[src/rtl/sha_maj_pkg.sv]
// Shared types and constants for the masked SHA-2 Maj round sequencer.
package sha_maj_pkg;

    typedef enum logic [3:0] {
        StIdle,
        StLoad,
        StWaitRnd,
        StIssue0,
        StIssue1,
        StCapture,
        StOut,
        StWaitA,
        StDone
    } state_e;

    localparam logic [31:0] Sha256K [64] = '{
        32'h428a2f98, 32'h71374491, 32'hb5c0fbcf, 32'he9b5dba5,
        32'h3956c25b, 32'h59f111f1, 32'h923f82a4, 32'hab1c5ed5,
        32'hd807aa98, 32'h12835b01, 32'h243185be, 32'h550c7dc3,
        32'h72be5d74, 32'h80deb1fe, 32'h9bdc06a7, 32'hc19bf174,
        32'he49b69c1, 32'hefbe4786, 32'h0fc19dc6, 32'h240ca1cc,
        32'h2de92c6f, 32'h4a7484aa, 32'h5cb0a9dc, 32'h76f988da,
        32'h983e5152, 32'ha831c66d, 32'hb00327c8, 32'hbf597fc7,
        32'hc6e00bf3, 32'hd5a79147, 32'h06ca6351, 32'h14292967,
        32'h27b70a85, 32'h2e1b2138, 32'h4d2c6dfc, 32'h53380d13,
        32'h650a7354, 32'h766a0abb, 32'h81c2c92e, 32'h92722c85,
        32'ha2bfe8a1, 32'ha81a664b, 32'hc24b8b70, 32'hc76c51a3,
        32'hd192e819, 32'hd6990624, 32'hf40e3585, 32'h106aa070,
        32'h19a4c116, 32'h1e376c08, 32'h2748774c, 32'h34b0bcb5,
        32'h391c0cb3, 32'h4ed8aa4a, 32'h5b9cca4f, 32'h682e6ff3,
        32'h748f82ee, 32'h78a5636f, 32'h84c87814, 32'h8cc70208,
        32'h90befffa, 32'ha4506ceb, 32'hbef9a3f7, 32'hc67178f2
    };

    localparam logic [63:0] Sha512K [80] = '{
        64'h428a2f98d728ae22, 64'h7137449123ef65cd, 64'hb5c0fbcfec4d3b2f, 64'he9b5dba58189dbbc,
        64'h3956c25bf348b538, 64'h59f111f1b605d019, 64'h923f82a4af194f9b, 64'hab1c5ed5da6d8118,
        64'hd807aa98a3030242, 64'h12835b0145706fbe, 64'h243185be4ee4b28c, 64'h550c7dc3d5ffb4e2,
        64'h72be5d74f27b896f, 64'h80deb1fe3b1696b1, 64'h9bdc06a725c71235, 64'hc19bf174cf692694,
        64'he49b69c19ef14ad2, 64'hefbe4786384f25e3, 64'h0fc19dc68b8cd5b5, 64'h240ca1cc77ac9c65,
        64'h2de92c6f592b0275, 64'h4a7484aa6ea6e483, 64'h5cb0a9dcbd41fbd4, 64'h76f988da831153b5,
        64'h983e5152ee66dfab, 64'ha831c66d2db43210, 64'hb00327c898fb213f, 64'hbf597fc7beef0ee4,
        64'hc6e00bf33da88fc2, 64'hd5a79147930aa725, 64'h06ca6351e003826f, 64'h142929670a0e6e70,
        64'h27b70a8546d22ffc, 64'h2e1b21385c26c926, 64'h4d2c6dfc5ac42aed, 64'h53380d139d95b3df,
        64'h650a73548baf63de, 64'h766a0abb3c77b2a8, 64'h81c2c92e47edaee6, 64'h92722c851482353b,
        64'ha2bfe8a14cf10364, 64'ha81a664bbc423001, 64'hc24b8b70d0f89791, 64'hc76c51a30654be30,
        64'hd192e819d6ef5218, 64'hd69906245565a910, 64'hf40e35855771202a, 64'h106aa07032bbd1b8,
        64'h19a4c116b8d2d0c8, 64'h1e376c085141ab53, 64'h2748774cdf8eeb99, 64'h34b0bcb5e19b48a8,
        64'h391c0cb3c5c95a63, 64'h4ed8aa4ae3418acb, 64'h5b9cca4f7763e373, 64'h682e6ff3d6b2b8a3,
        64'h748f82ee5defb2fc, 64'h78a5636f43172f60, 64'h84c87814a1f0ab72, 64'h8cc702081a6439ec,
        64'h90befffa23631e28, 64'ha4506cebde82bde9, 64'hbef9a3f7b2c67915, 64'hc67178f2e372532b,
        64'hca273eceea26619c, 64'hd186b8c721c0c207, 64'heada7dd6cde0eb1e, 64'hf57d4f7fee6ed178,
        64'h06f067aa72176fba, 64'h0a637dc5a2c898a6, 64'h113f9804bef90dae, 64'h1b710b35131c471b,
        64'h28db77f523047d84, 64'h32caab7b40c72493, 64'h3c9ebe0a15c9bebc, 64'h431d67c49c100d4c,
        64'h4cc5d4becb3e42b6, 64'h597f299cfc657e2a, 64'h5fcb6fab3ad6faec, 64'h6c44198c4a475817
    };

    // Random bits consumed per bit by one HPC2 AND gadget.
    function automatic int unsigned nrnd(input int unsigned shares);
        return shares * (shares - 1) / 2;
    endfunction

endpackage

[src/rtl/sha_maj_state_regs.sv]
// Three-deep masked shift register holding the working variables a, b, c.
module sha_maj_state_regs
    import sha_maj_pkg::*;
#(
    parameter int unsigned Width = 26
) (
    input  logic             i_clk,
    input  logic             i_rst,
    input  logic             i_shift,
    input  logic             i_zero,
    input  logic [Width-1:0] i_din,
    output logic [Width-1:0] o_a,
    output logic [Width-1:0] o_b,
    output logic [Width-1:0] o_c
);

    logic [Width-1:0] r_a;
    logic [Width-1:0] r_b;
    logic [Width-1:0] r_c;

    // Zeroize wins over shift so no share survives the end of a block.
    always_ff @(posedge i_clk or posedge i_rst) begin
        if (i_rst) begin
            r_a <= '0;
            r_b <= '0;
            r_c <= '0;
        end else if (i_zero) begin
            r_a <= '0;
            r_b <= '0;
            r_c <= '0;
        end else if (i_shift) begin
            r_c <= r_b;
            r_b <= r_a;
            r_a <= i_din;
        end
    end

    assign o_a = r_a;
    assign o_b = r_b;
    assign o_c = r_c;

endmodule

[src/rtl/sha_maj_sequencer.sv]
// Round sequencer for the masked Maj path: holds a, b, c shares, feeds the external
// Maj gadget with fresh randomness each round and hands the result downstream.
module sha_maj_sequencer
    import sha_maj_pkg::*;
#(
    parameter int unsigned  d      = 2,
    parameter int unsigned  word   = 13,
    parameter int unsigned  ROUNDS = 64,
    localparam int unsigned NRND   = nrnd(d),
    localparam int unsigned W      = d * word,
    localparam int unsigned RW     = 2 * NRND * word
) (
    input  logic          i_clk,
    input  logic          i_rst,
    input  logic          i_start,
    output logic          o_busy,
    output logic          o_done,
    input  logic          i_in_valid,
    output logic          o_in_ready,
    input  logic [W-1:0]  i_in_a,
    input  logic          i_rnd_valid,
    output logic          o_rnd_ready,
    input  logic [RW-1:0] i_rnd_in,
    output logic [W-1:0]  o_maj_a,
    output logic [W-1:0]  o_maj_b,
    output logic [W-1:0]  o_maj_c,
    output logic [RW-1:0] o_maj_rnd,
    input  logic [W-1:0]  i_maj_res,
    output logic          o_out_valid,
    input  logic          i_out_ready,
    output logic [W-1:0]  o_out_ma
);

    localparam int unsigned CW = $clog2(ROUNDS + 1);

    state_e        r_state;
    state_e        w_state_d;
    logic [1:0]    r_ld_cnt;
    logic [1:0]    w_ld_cnt_d;
    logic [CW-1:0] r_round;
    logic [CW-1:0] w_round_d;
    logic [CW-1:0] w_round_inc;
    logic [RW-1:0] r_rnd;
    logic [RW-1:0] w_rnd_d;
    logic [W-1:0]  r_out;
    logic [W-1:0]  w_out_d;
    logic          w_shift;
    logic          w_zero;
    logic [W-1:0]  w_a;
    logic [W-1:0]  w_b;
    logic [W-1:0]  w_c;

    sha_maj_state_regs #(
        .Width (W)
    ) u_state_regs (
        .i_clk   (i_clk),
        .i_rst   (i_rst),
        .i_shift (w_shift),
        .i_zero  (w_zero),
        .i_din   (i_in_a),
        .o_a     (w_a),
        .o_b     (w_b),
        .o_c     (w_c)
    );

    assign w_round_inc = r_round + CW'(1);

    always_comb begin
        w_state_d   = r_state;
        w_ld_cnt_d  = r_ld_cnt;
        w_round_d   = r_round;
        w_rnd_d     = r_rnd;
        w_out_d     = r_out;
        w_shift     = 1'b0;
        w_zero      = 1'b0;
        o_busy      = (r_state != StIdle);
        o_done      = 1'b0;
        o_in_ready  = 1'b0;
        o_rnd_ready = 1'b0;
        o_out_valid = 1'b0;
        unique case (r_state)
            StIdle: begin
                w_ld_cnt_d = '0;
                w_round_d  = '0;
                if (i_start) w_state_d = StLoad;
            end
            StLoad: begin
                o_in_ready = 1'b1;
                if (i_in_valid) begin
                    w_shift    = 1'b1;
                    w_ld_cnt_d = r_ld_cnt + 2'd1;
                    if (r_ld_cnt == 2'd2) w_state_d = StWaitRnd;
                end
            end
            StWaitRnd: begin
                o_rnd_ready = 1'b1;
                if (i_rnd_valid) begin
                    w_rnd_d   = i_rnd_in;
                    w_state_d = StIssue0;
                end
            end
            StIssue0:  w_state_d = StIssue1;
            StIssue1:  w_state_d = StCapture;
            StCapture: begin
                // Randomness is consumed exactly once; wipe it as the result lands.
                w_out_d   = i_maj_res;
                w_rnd_d   = '0;
                w_state_d = StOut;
            end
            StOut: begin
                o_out_valid = 1'b1;
                if (i_out_ready) w_state_d = StWaitA;
            end
            StWaitA: begin
                o_in_ready = 1'b1;
                if (i_in_valid) begin
                    w_shift   = 1'b1;
                    w_round_d = w_round_inc;
                    w_state_d = (w_round_inc == CW'(ROUNDS)) ? StDone : StWaitRnd;
                end
            end
            StDone: begin
                o_done    = 1'b1;
                w_zero    = 1'b1;
                w_out_d   = '0;
                w_rnd_d   = '0;
                w_state_d = StIdle;
            end
            default: w_state_d = StIdle;
        endcase
    end

    always_ff @(posedge i_clk or posedge i_rst) begin
        if (i_rst) begin
            r_state  <= StIdle;
            r_ld_cnt <= '0;
            r_round  <= '0;
            r_rnd    <= '0;
            r_out    <= '0;
        end else begin
            r_state  <= w_state_d;
            r_ld_cnt <= w_ld_cnt_d;
            r_round  <= w_round_d;
            r_rnd    <= w_rnd_d;
            r_out    <= w_out_d;
        end
    end

    assign o_maj_a   = w_a;
    assign o_maj_b   = w_b;
    assign o_maj_c   = w_c;
    assign o_maj_rnd = r_rnd;
    assign o_out_ma  = r_out;

endmodule

[config.mk]
export PLATFORM = sky130hd
export DESIGN_NAME = sha_maj_sequencer
export DESIGN_NICKNAME = d
export VERILOG_FILES = /design/src/rtl/sha_maj_pkg.sv /design/src/rtl/sha_maj_state_regs.sv /design/src/rtl/sha_maj_sequencer.sv
export SDC_FILE = /design/constraint.sdc
export NUM_CORES = 1
export LEC_CHECK = 0
export ABC_AREA = 1
export BUFFER_PORTS_ARGS = -buffer_cell sky130_fd_sc_hd__buf_4
export CORE_MARGIN = 1.5
export CORE_UTILIZATION = 45
export DETAILED_ROUTE_END_ITERATION = 12
export PLACE_DENSITY = 0.79
export SLEW_MARGIN = 20
export SYNTH_ARGS = -nofsm -noshare
export SYNTH_HDL_FRONTEND = slang
export SYNTH_SLANG_ARGS = --single-unit
[constraint.sdc]
create_clock -name i_clk -period 5.5 [get_ports i_clk]
set_clock_uncertainty 0.15 [all_clocks]
set_input_delay 0.275 -clock i_clk [delete_from_list [all_inputs] [get_ports i_clk]]
set_output_delay 0.275 -clock i_clk [all_outputs]
set_load 0.02 [all_outputs]
Word level (Yosys, flattened, before mapping)
Index checks and enable logic that the tools add are counted.
- add/sub/neg operators: 2
- multiplexer cells: 27
- reduce and logical (&&, ||, !) cells: 13
- equal/unequal tests: 16
- operator list (kind ; count):
    26-bit 2-to-1 mux ; 7
    26-bit case mux with 2 select lines ; 2
    4-bit case mux with 8 select lines ; 1
    4-bit 2-to-1 mux ; 7
    4-bit by 3-bit equality test with 1-bit output, second input constant ; 4
    7-bit case mux with 2 select lines ; 1
    2-bit inequality test, second input constant ; 6
    2-bit nonzero test ; 5
    4-bit by 2-bit equality test with 1-bit output, second input constant ; 2
    7-bit by 1-bit adder with 7-bit output, second input constant ; 1
    7-bit equality test, second input constant ; 1
    7-bit 2-to-1 mux ; 1
    1-bit 2-to-1 mux ; 6
    2-bit AND reduction ; 3
    6-bit AND reduction ; 1
    4-bit by 1-bit equality test with 1-bit output, second input constant ; 1
    4-bit equality test, second input constant ; 1
    4-bit logical NOT ; 1
    2-bit case mux with 2 select lines ; 1
    4-bit nonzero test ; 1
    2-bit OR reduction ; 2
    2-bit by 1-bit adder with 2-bit output, second input constant ; 1
    2-bit equality test, second input constant ; 1
    2-bit 2-to-1 mux ; 1
- bits of input ports: 84
- logic and storage cells: 66
- flip-flop bits (word level): 143
- output and inout bits: 135

Depth between registers and ports, before layout
Gate-level depths: netlist of run 1.
- depth in word-level cells: 5
- gate-level depth with buffers: 12
- mapped depth without buffers: 12

Hierarchy
A second synthesis of run 1 with hierarchy kept.
- cell total of the unflattened synthesis: 632
- area total of the unflattened synthesis: 6038.3 um2
- modules (own cells, without submodules) (module ; cells an instance ; area each (um2) ; instances ; seq. area each (um2)):
    sha_maj_state_regs ; 340 ; 3083.0 ; 1 ; 1951.9
    sha_maj_sequencer ; 292 ; 2955.3 ; 1 ; 1626.6

Worst setup path before layout of run 1
OpenSTA, ideal clock, no wires.
- path kind: reg2reg
- start: register r_state[2]
- end: register r_rnd[10] (netlist: o_maj_rnd[10])
- buffers on the path: 1
- slack: 3585 ps
- stages on the path, launching flop included: 9
- arrival time: 1699 ps
- setup time: 66 ps
- clock period less this slack: 1915 ps
- required time: 5284 ps
- cells stage by stage: dfrtp_1 > nor2_2 > inv_1 > nor3_2 > nand2_1 > nand2_2 > buf_2 > nand3_1 > nand2_1
- word-level cells in the longest chain between the ends: 4
- elaborated cells between the ends (all ways): 8
- those cells by class: eq/ne: 4; mux: 1; reduce/logical: 3
- ends and longest elaborated chain (what ; RTL line ; source):
    from (decl) ; sha_maj_sequencer.sv:36 ; state_e r_state;
    from (signal assigned) ; sha_maj_sequencer.sv:135 ; r_state <= StIdle;
    from (signal assigned) ; sha_maj_sequencer.sv:141 ; r_state <= w_state_d;
    4-bit by 3-bit equality test with 1-bit output / 4-bit equality test (equally long branches) ; sha_maj_sequencer.sv:81 ; unique case (r_state)
    2-bit OR reduction (no source line) ; n/a ;
    2-bit nonzero test (no source line) ; n/a ;
    2-bit AND reduction (no source line) ; n/a ;
    to (signal assigned) ; sha_maj_sequencer.sv:144 ; r_rnd <= w_rnd_d;
    to (decl) ; sha_maj_sequencer.sv:43 ; logic [RW-1:0] r_rnd;
Parallel ways exist; a longest one is shown, timed or not.
A chain may end at the register's enable or synchronous reset.

Worst setup path in the final report of run 1
- start: register r_state[0]
- end: register u_state_regs.r_c[14] (netlist: u_state_regs.o_c[14])
- word-level cells in the longest chain between the ends: 4
- elaborated cells between the ends (all ways): 8
- those cells by class: eq/ne: 3; mux: 3; reduce/logical: 2
- ends and longest elaborated chain (what ; RTL line ; source):
    4-bit by 3-bit equality test with 1-bit output / 4-bit by 1-bit equality test with 1-bit output (equally long branches) ; sha_maj_sequencer.sv:81 ;
    2-bit OR reduction (no source line) ; n/a ;
    1-bit 2-to-1 mux ; n/a ;
    2-bit nonzero test (no source line) ; n/a ;
    to (signal assigned) ; sha_maj_state_regs.sv:32 ; r_c <= r_b;
    to (decl) ; sha_maj_state_regs.sv:19 ; logic [Width-1:0] r_c;
Parallel ways exist; a longest one is shown, timed or not.

==> results of run 1 <==
## flip-flops by register name (all words and copies together), names as in the netlist
name	count
o_maj_rnd	26
r_round	7
o_out_ma	26
r_state	4
u_state_regs.o_a	26
u_state_regs.o_c	26
u_state_regs.o_b	26
r_ld_cnt	2
## report_power, final
group          switching (mW)  internal [mW]
registers               0.356           1.53
logic                    1.55           1.03
clock network           0.484          0.684
total                    2.39           3.24
## per-layer routing
metal,wire length [um],track usage (%),part of all wire [%]
met2,8450,41.2,48
met3,1440,7.80,8.1
met1,7340,33.7,42
met5,0,0,0
met4,446,11.2,2.5
## area by class of cell
| type | instances | share of cell area, % |
|---|---|---|
| sequential | 143 | 39.8 |
| timing repair buffer | 301 | 27.4 |
| multi-input combinational | 405 | 22.4 |
| clock buffer | 17 | 4.74 |
| tap | 172 | 2.40 |
| clock inverter | 15 | 1.94 |
| inverter | 30 | 1.31 |
| antenna | 1 | 0.0279 |
## worst min-delay path: cells and delay by family
kind,cells,cell delay [ns]
buf+inv,1,0.19
simple gates,2,0.15
## worst max-delay path by stage
| stage | startpoint | endpoint | slack, ns |
|---|---|---|---|
| 4_1_cts | r_state[0] | u_state_regs.o_c[14] | 2.16 |
| 3_5_place_dp | r_state[0] | u_state_regs.o_c[14] | 2.25 |
| 6_report | r_state[0] | u_state_regs.o_c[14] | 2.15 |
| 5_1_grt | r_state[0] | u_state_regs.o_a[5] | 1.79 |
| 3_3_place_gp | r_state[0] | u_state_regs.o_a[4] | 2.44 |
| 2_1_floorplan | i_rst | o_maj_rnd[0] | 1.24 |
## placed cells by master (no fill, tap or decap), drive strengths merged, types with 2 or more instances in the layout
cell type / Yosys / layout
nor3: 2 / 2
dlygate4sd3: 0 / 79
buf: 24 / 222
nand3: 111 / 111
o21ai: 28 / 28
clkinv: 0 / 3
clkbuf: 18 / 17
nor2: 58 / 58
a32o: 26 / 26
inv: 30 / 39
o22ai: 3 / 3
ha: 2 / 2
dfrtp: 143 / 143
nand2: 123 / 123
bufinv: 0 / 2
a21oi: 46 / 46
## through the flow
| stage | cell area (um2) | total power [mW] | util (%) |
|---|---|---|---|
| after floorplan | 5900 | 3.34 | - |
| after global placement | 7590 | 4.26 | 59.7 |
| final | 8980 | 5.64 | 70.6 |
| after global routing | 8980 | 5.96 | 70.6 |
| after CTS | 8980 | 5.60 | 70.6 |
| after detailed placement | 7590 | 4.37 | 59.7 |
## logic make-up after synthesis
kind of cell	Yosys count	synth area share [%]
buffers and inverters	72	5.47
adder cells (fa/ha/maj)	2	0.424
flip-flops	143	60.7
AND/OR/NAND/NOR	297	21.8
AO/OA/AOI/OAI	106	11.6
==> results.yml, run 1 <==
yosys:
  netlist_instances: 620
  synth_most_common_cell: "dfrtp_1"
  synth-seq-area-share_pct: 60.7
  synth_top_area_cell: "dfrtp_1"
  synthesis.nets: 706
  avgSynthCellArea_um2: 9.51
  ys_seq_elements: 143
  synth_top_cell_area_share_pct: 60.7
  netlist_top_cells_area: "dfrtp_1 61%, nand3_1 9.4%, nand2_1 7.6%, a32o_1 4.4%, a21oi_1 3.8%"
  yosys_warnings: 0
  syn_area_um2: 5900
  synth_ff_type: "dfrtp_1"
  synth.top_cells.by_count: "143 x dfrtp_1, 120 x nand2_1, 111 x nand3_1"
  async_flop_share_pct: 100
  synth_cell_type_count: 27
  synth_edf_count: 0
final_layout:
  drive_gt1_share_pct: 29.6
  nets: 984
  area_delta_synth_final_pct: 52.3
  finalNonFillerCells: 1084
  register_area_um2: 3580
  multi_input_comb_area_um2: 2010
  fillers: 908
power:
  vdd_ir_drop_max_mv: 0.308
  power.leakage_nw: 4.50
  cellPowerDensity_nw_per_um2: 627
critical_path:
  rr_worst_depth: 9
  path_class: "flop to flop"
  cp_slowest_cell: "nand2_4"
  reg2reg_slack_ns: 2.15
  regToRegEndpoint: "u_state_regs.o_c[14]"
  cp.depth: 9
  critPathTopFamily: "simple AND/OR/NAND/NOR gates"
  cp_max_fo: 106
  end_kind: "flop"
  critical_path_buf_inv_count: 2
  max_stage_delay_ns: 0.90
  crit_chain: "inv_2 > nor2_2 > buf_4 > nand2_1 > o21ai_4 > nand2_2 > nand2_4 > nor2_1 > a21oi_1"
  cp-start-kind: "flop"
  cp.required_ns: 5.68
  r2r-start: "r_state[0]"
  arrival_ns: 3.53
global_routing:
  grt.total_usage_pct: 26.1
  antenna_found_initial: 1
  grt_pass1_vias: 5784
  grt-ovfl-total: 0
  grt_max_degree: 107
  grt_pass1_wl_mm: 28.9
floorplan:
  die_x_um: 117
  start_util_pct: 46.4
  die_h_um: 117
  core_um2: 12700
  ios: 219
  num_rows: 41
  die-area_um2: 13800
worst_hold_path:
  hold_depth: 3
  hold_end: "u_state_regs.o_a[23]"
  hold_start: "i_in_valid"
  min_path_type: "input pin to flop"
detailed_routing:
  via_count: 5774
  wl_per_cell_um: 16.3
  dr.pass1.iters: 5
  drt_wl_total_mm: 17.7
  via_per_inst: 5.33
  drt_iter0_drc: 529
  ant_nets: 0
  drc: 0
place:
  dp_slack_ns: 2.25
  io_buffers: 218
  place_inst: 972
  routabilityCongestion: 0.887
  dpl.hpwl_mm: 10.8
run_status:
  outcome: "completed"
sta:
  fin_crit_sh_pct: 60.9
  setup_viol: 0
  finalHoldViolations: 0
  tns_ns: 0
  timing.final.ws_setup_ns: 2.15
  clock.fmax_mhz: 298
  slew_viol_final: 0
  fin_hold_ws_ns: 0.0831
  slew-limit-headroom_pct: 35.0
  rsz0062_at_grt: "false"
  worst_pin_slew_ns: 0.974
  period_needed_ns: 3.35
clock_network:
  hold_buffers: 79
  cts_max_level: 4
  clk_pin_slew_ns: 0.06
  insertion_delay_ns: 0.42
  cts-buffers-inserted: 17
  ctsLongestPathBuffers: 2
  cts_tree: "done"
  cts.sinks: 143
  post_cts_resized: 0
  root_buffer: "clkbuf_16"
  post_cts_buffers: 0
flow_run:
  maxCapViolCount: 0
Power figures use the tool's default switching activity.
==> run 2: changes to the inputs <==
--- a/config.mk
+++ b/config.mk
@@ -5,12 +5,12 @@
 export SDC_FILE = /design/constraint.sdc
 export NUM_CORES = 1
 export LEC_CHECK = 0
-export ABC_AREA = 1
+export ABC_AREA = 0
 export BUFFER_PORTS_ARGS = -buffer_cell sky130_fd_sc_hd__buf_4
 export CORE_MARGIN = 1.5
 export CORE_UTILIZATION = 45
 export DETAILED_ROUTE_END_ITERATION = 12
-export PLACE_DENSITY = 0.79
+export PLACE_DENSITY = 0.82
 export SLEW_MARGIN = 20
 export SYNTH_ARGS = -nofsm -noshare
 export SYNTH_HDL_FRONTEND = slang
==> constraint.sdc (replaced) <==
create_clock -name i_clk -period 2.9 [get_ports i_clk]
set_clock_uncertainty 0.15 [all_clocks]
set_input_delay 0.145 -clock i_clk [delete_from_list [all_inputs] [get_ports i_clk]]
set_output_delay 0.145 -clock i_clk [all_outputs]
set_load 0.02 [all_outputs]
==> run 2 against run 1 <==
Effect of this change: core utilization up 0.74 points; clock-buffer cell count is 9 higher; highest routed layer unchanged; area after synthesis is 0.70% higher; flip-flop and latch count stayed put; via count down 1.4%; largest power group unchanged; critical endpoint is now o_done.
==> results.yml, run 2 <==
critical_path:
  cp.required_ns: 2.61
  end_kind: "primary output"
  path_common_cell: "buf_4"
  cp_slowest_cell: "dfrtp_1"
  path_class: "flop to primary output"
  cp-start-kind: "flop"
  crit_chain: "nor3_1 > nand2_2 > inv_2 > buf_4 > buf_4"
  startpoint: "r_state[1]"
  rr_worst_depth: 7
  critical_path_buf_inv_count: 3
  r2r-start: "r_state[1]"
  regToRegEndpoint: "o_maj_rnd[2]"
  arrival_ns: 2.08
  cp_max_fo: 27
  critPathTopFamily: "buffers and inverters"
  reg2reg_slack_ns: 0.61
  max_stage_delay_ns: 0.57
final_layout:
  drive_gt1_share_pct: 27.6
  num_antenna_cells: 0
  layout_common_cells: "271 x nand2_1, 224 x buf_4, 143 x dfrtp_1"
  finish.utilization_pct: 71.3
  nets: 1027
  area_delta_synth_final_pct: 53.4
  layout_commonest_cell: "nand2_1"
sta:
  tns_ns: 0
  worst_pin_slew_ns: 0.798
  finalHoldViolations: 0
  slew_viol_final: 0
  period_needed_ns: 2.38
  rsz0062_at_grt: "false"
  fin_crit_sh_pct: 82.0
  slew-limit-headroom_pct: 46.8
  clock.fmax_mhz: 421
  setup_viol: 0
detailed_routing:
  drc: 0
  ant_nets: 0
  dr.pass1.iters: 5
  via_count: 5691
  drt_wl_total_mm: 17.1
  drt_iter0_drc: 418
  wl_per_cell_um: 15.2
  via_per_inst: 5.05
power:
  total_power_mw: 10.4
  cellPowerDensity_nw_per_um2: 1150
  vdd_ir_drop_max_mv: 0.667
  power.leakage_nw: 4.49
global_routing:
  antenna_found_initial: 0
  grt_pass1_wl_mm: 28.0
  grt_max_degree: 144
  grt-ovfl-total: 0
  grt_pass1_vias: 5541
  grt.total_usage_pct: 25.2
flow_run:
  maxCapViolCount: 0
floorplan:
  num_rows: 41
  ios: 219
  die_h_um: 118
  start_util_pct: 46.5
  die-area_um2: 13900
  die_x_um: 118
  core_um2: 12800
yosys:
  synth-simple-area-share_pct: 21.1
  synth_cell_type_count: 38
  async_flop_share_pct: 100
  syn_area_um2: 5940
  synth_xor_xnor_area_share_pct: 0.295
  synth.top_cells.by_count: "271 x nand2_1, 143 x dfrtp_1, 66 x o21ai_1"
  ys_seq_elements: 143
  netlist_instances: 661
  avgSynthCellArea_um2: 8.99
  synth_most_common_cell: "nand2_1"
  synth.area.mux_share_pct: 0.695
  synth_top_cell_area_share_pct: 60.2
  yosys_warnings: 0
  synth-seq-area-share_pct: 60.2
  netlist_top_cells_area: "dfrtp_1 60%, nand2_1 17%, o21ai_1 5.6%, o21ai_0 3.5%, a21oi_1 2.8%"
  synth_ff_type: "dfrtp_1"
  synth_top_family_by_area: "simple AND/OR/NAND/NOR gates"
  synthesis.nets: 747
  synth_edf_count: 0
  synth_top_area_cell: "dfrtp_1"
  synth_compound_area_share_pct: 13.6
  synth_adder_area_share_pct: 0.421
clock_network:
  cts.sinks: 143
  ctsLongestPathBuffers: 2
  cts_tree: "done"
  insertion_delay_ns: 0.41
  root_buffer: "clkbuf_16"
  cts-buffers-inserted: 17
  cts_max_level: 4
  post_cts_resized: 0
  clk_pin_slew_ns: 0.05
worst_hold_path:
  min_path_type: "input pin to flop"
  hold_end: "r_state[1]"
  hold_depth: 5
  hold_start: "i_start"
place:
  io_buffers: 218
  dpl.hpwl_mm: 10.1
  routabilityCongestion: 0.817
run_status:
  outcome: "completed"
-- run 2: repair_timing --
| action | 4_1_cts | 5_1_grt |
|---|---|---|
| buffers inserted | 0 | 0 |
| hold buffers | 80 | 0 |
| endpoints found under the setup margin | 0 | 0 |
| hold endpoints to repair | 222 | 0 |
-- run 2: worst max path at each step --
stage	endpoint	slack, ns	depth (start not counted)
2_1_floorplan	o_maj_rnd[0]	0.81	1
3_3_place_gp	u_state_regs.o_c[9]	0.83	4
3_5_place_dp	u_state_regs.o_c[10]	0.78	4
4_1_cts	o_done	0.51	5
5_1_grt	o_done	0.41	5
6_report	o_done	0.52	5
-- run 2: cell type report --
| type | count | area, um2 |
|---|---|---|
| multi-input cells | 468 | 2160 |
| well taps | 172 | 215 |
| clock inverters | 6 | 105 |
| flip-flops and latches | 143 | 3580 |
| fillers | 868 | 3660 |
| inverters | 4 | 18.8 |
| clock buffers | 26 | 489 |
| repair buffers | 307 | 2540 |
-- run 2: through the flow --
stage / cell area, um2 / std cells / worst slack [ns] / hold WS, ns
floorplan: 5940 / 661 / 0.814 / 0.112
global route: 9110 / 1126 / 0.408 / 0.124
CTS: 9110 / 1126 / 0.513 / 0.0520
detailed placement: 7720 / 1014 / 0.779 / 0.204
finish: 9110 / 1126 / 0.523 / 0.0600
global placement: 7720 / 1014 / 0.827 / 0.197
-- run 2: metal layers --
| layer | vias to the layer above | wire length (um) | track usage, % |
|---|---|---|---|
| met4 | 0 | 819 | 14.7 |
| met2 | 245 | 8320 | 40.4 |
| met3 | 57 | 1130 | 5.77 |
| met1 | 2663 | 6860 | 31.2 |
| li1 | 2726 | - | - |
| met5 | - | 0 | 0 |
-- run 2: cells by family after synthesis --
group	after synthesis
AND/OR/NAND/NOR	309
AO/OA/AOI/OAI	151
flip-flops	143
buffers and inverters	50
multiplexers	4
XOR/XNOR	2
adder cells (fa/ha/maj)	2
-- run 2: worst reg2reg max path, stage by stage (launching register included) --
cell,delay (ns)
dfrtp_1,0.68
nor3_1,0.17
nand2_2,0.11
inv_2,0.07
a311oi_4,0.20
buf_4,0.45
nand2_1,0.22
o21ai_1,0.16
-- run 2: power breakdown --
group | switching, mW | internal (mW) | total [mW] | leakage [nW]
clock | 0.768 | 1.42 | 2.19 | 0.292
combinational | 2.73 | 1.92 | 4.65 | 2.41
sequential | 0.701 | 2.90 | 3.60 | 1.79
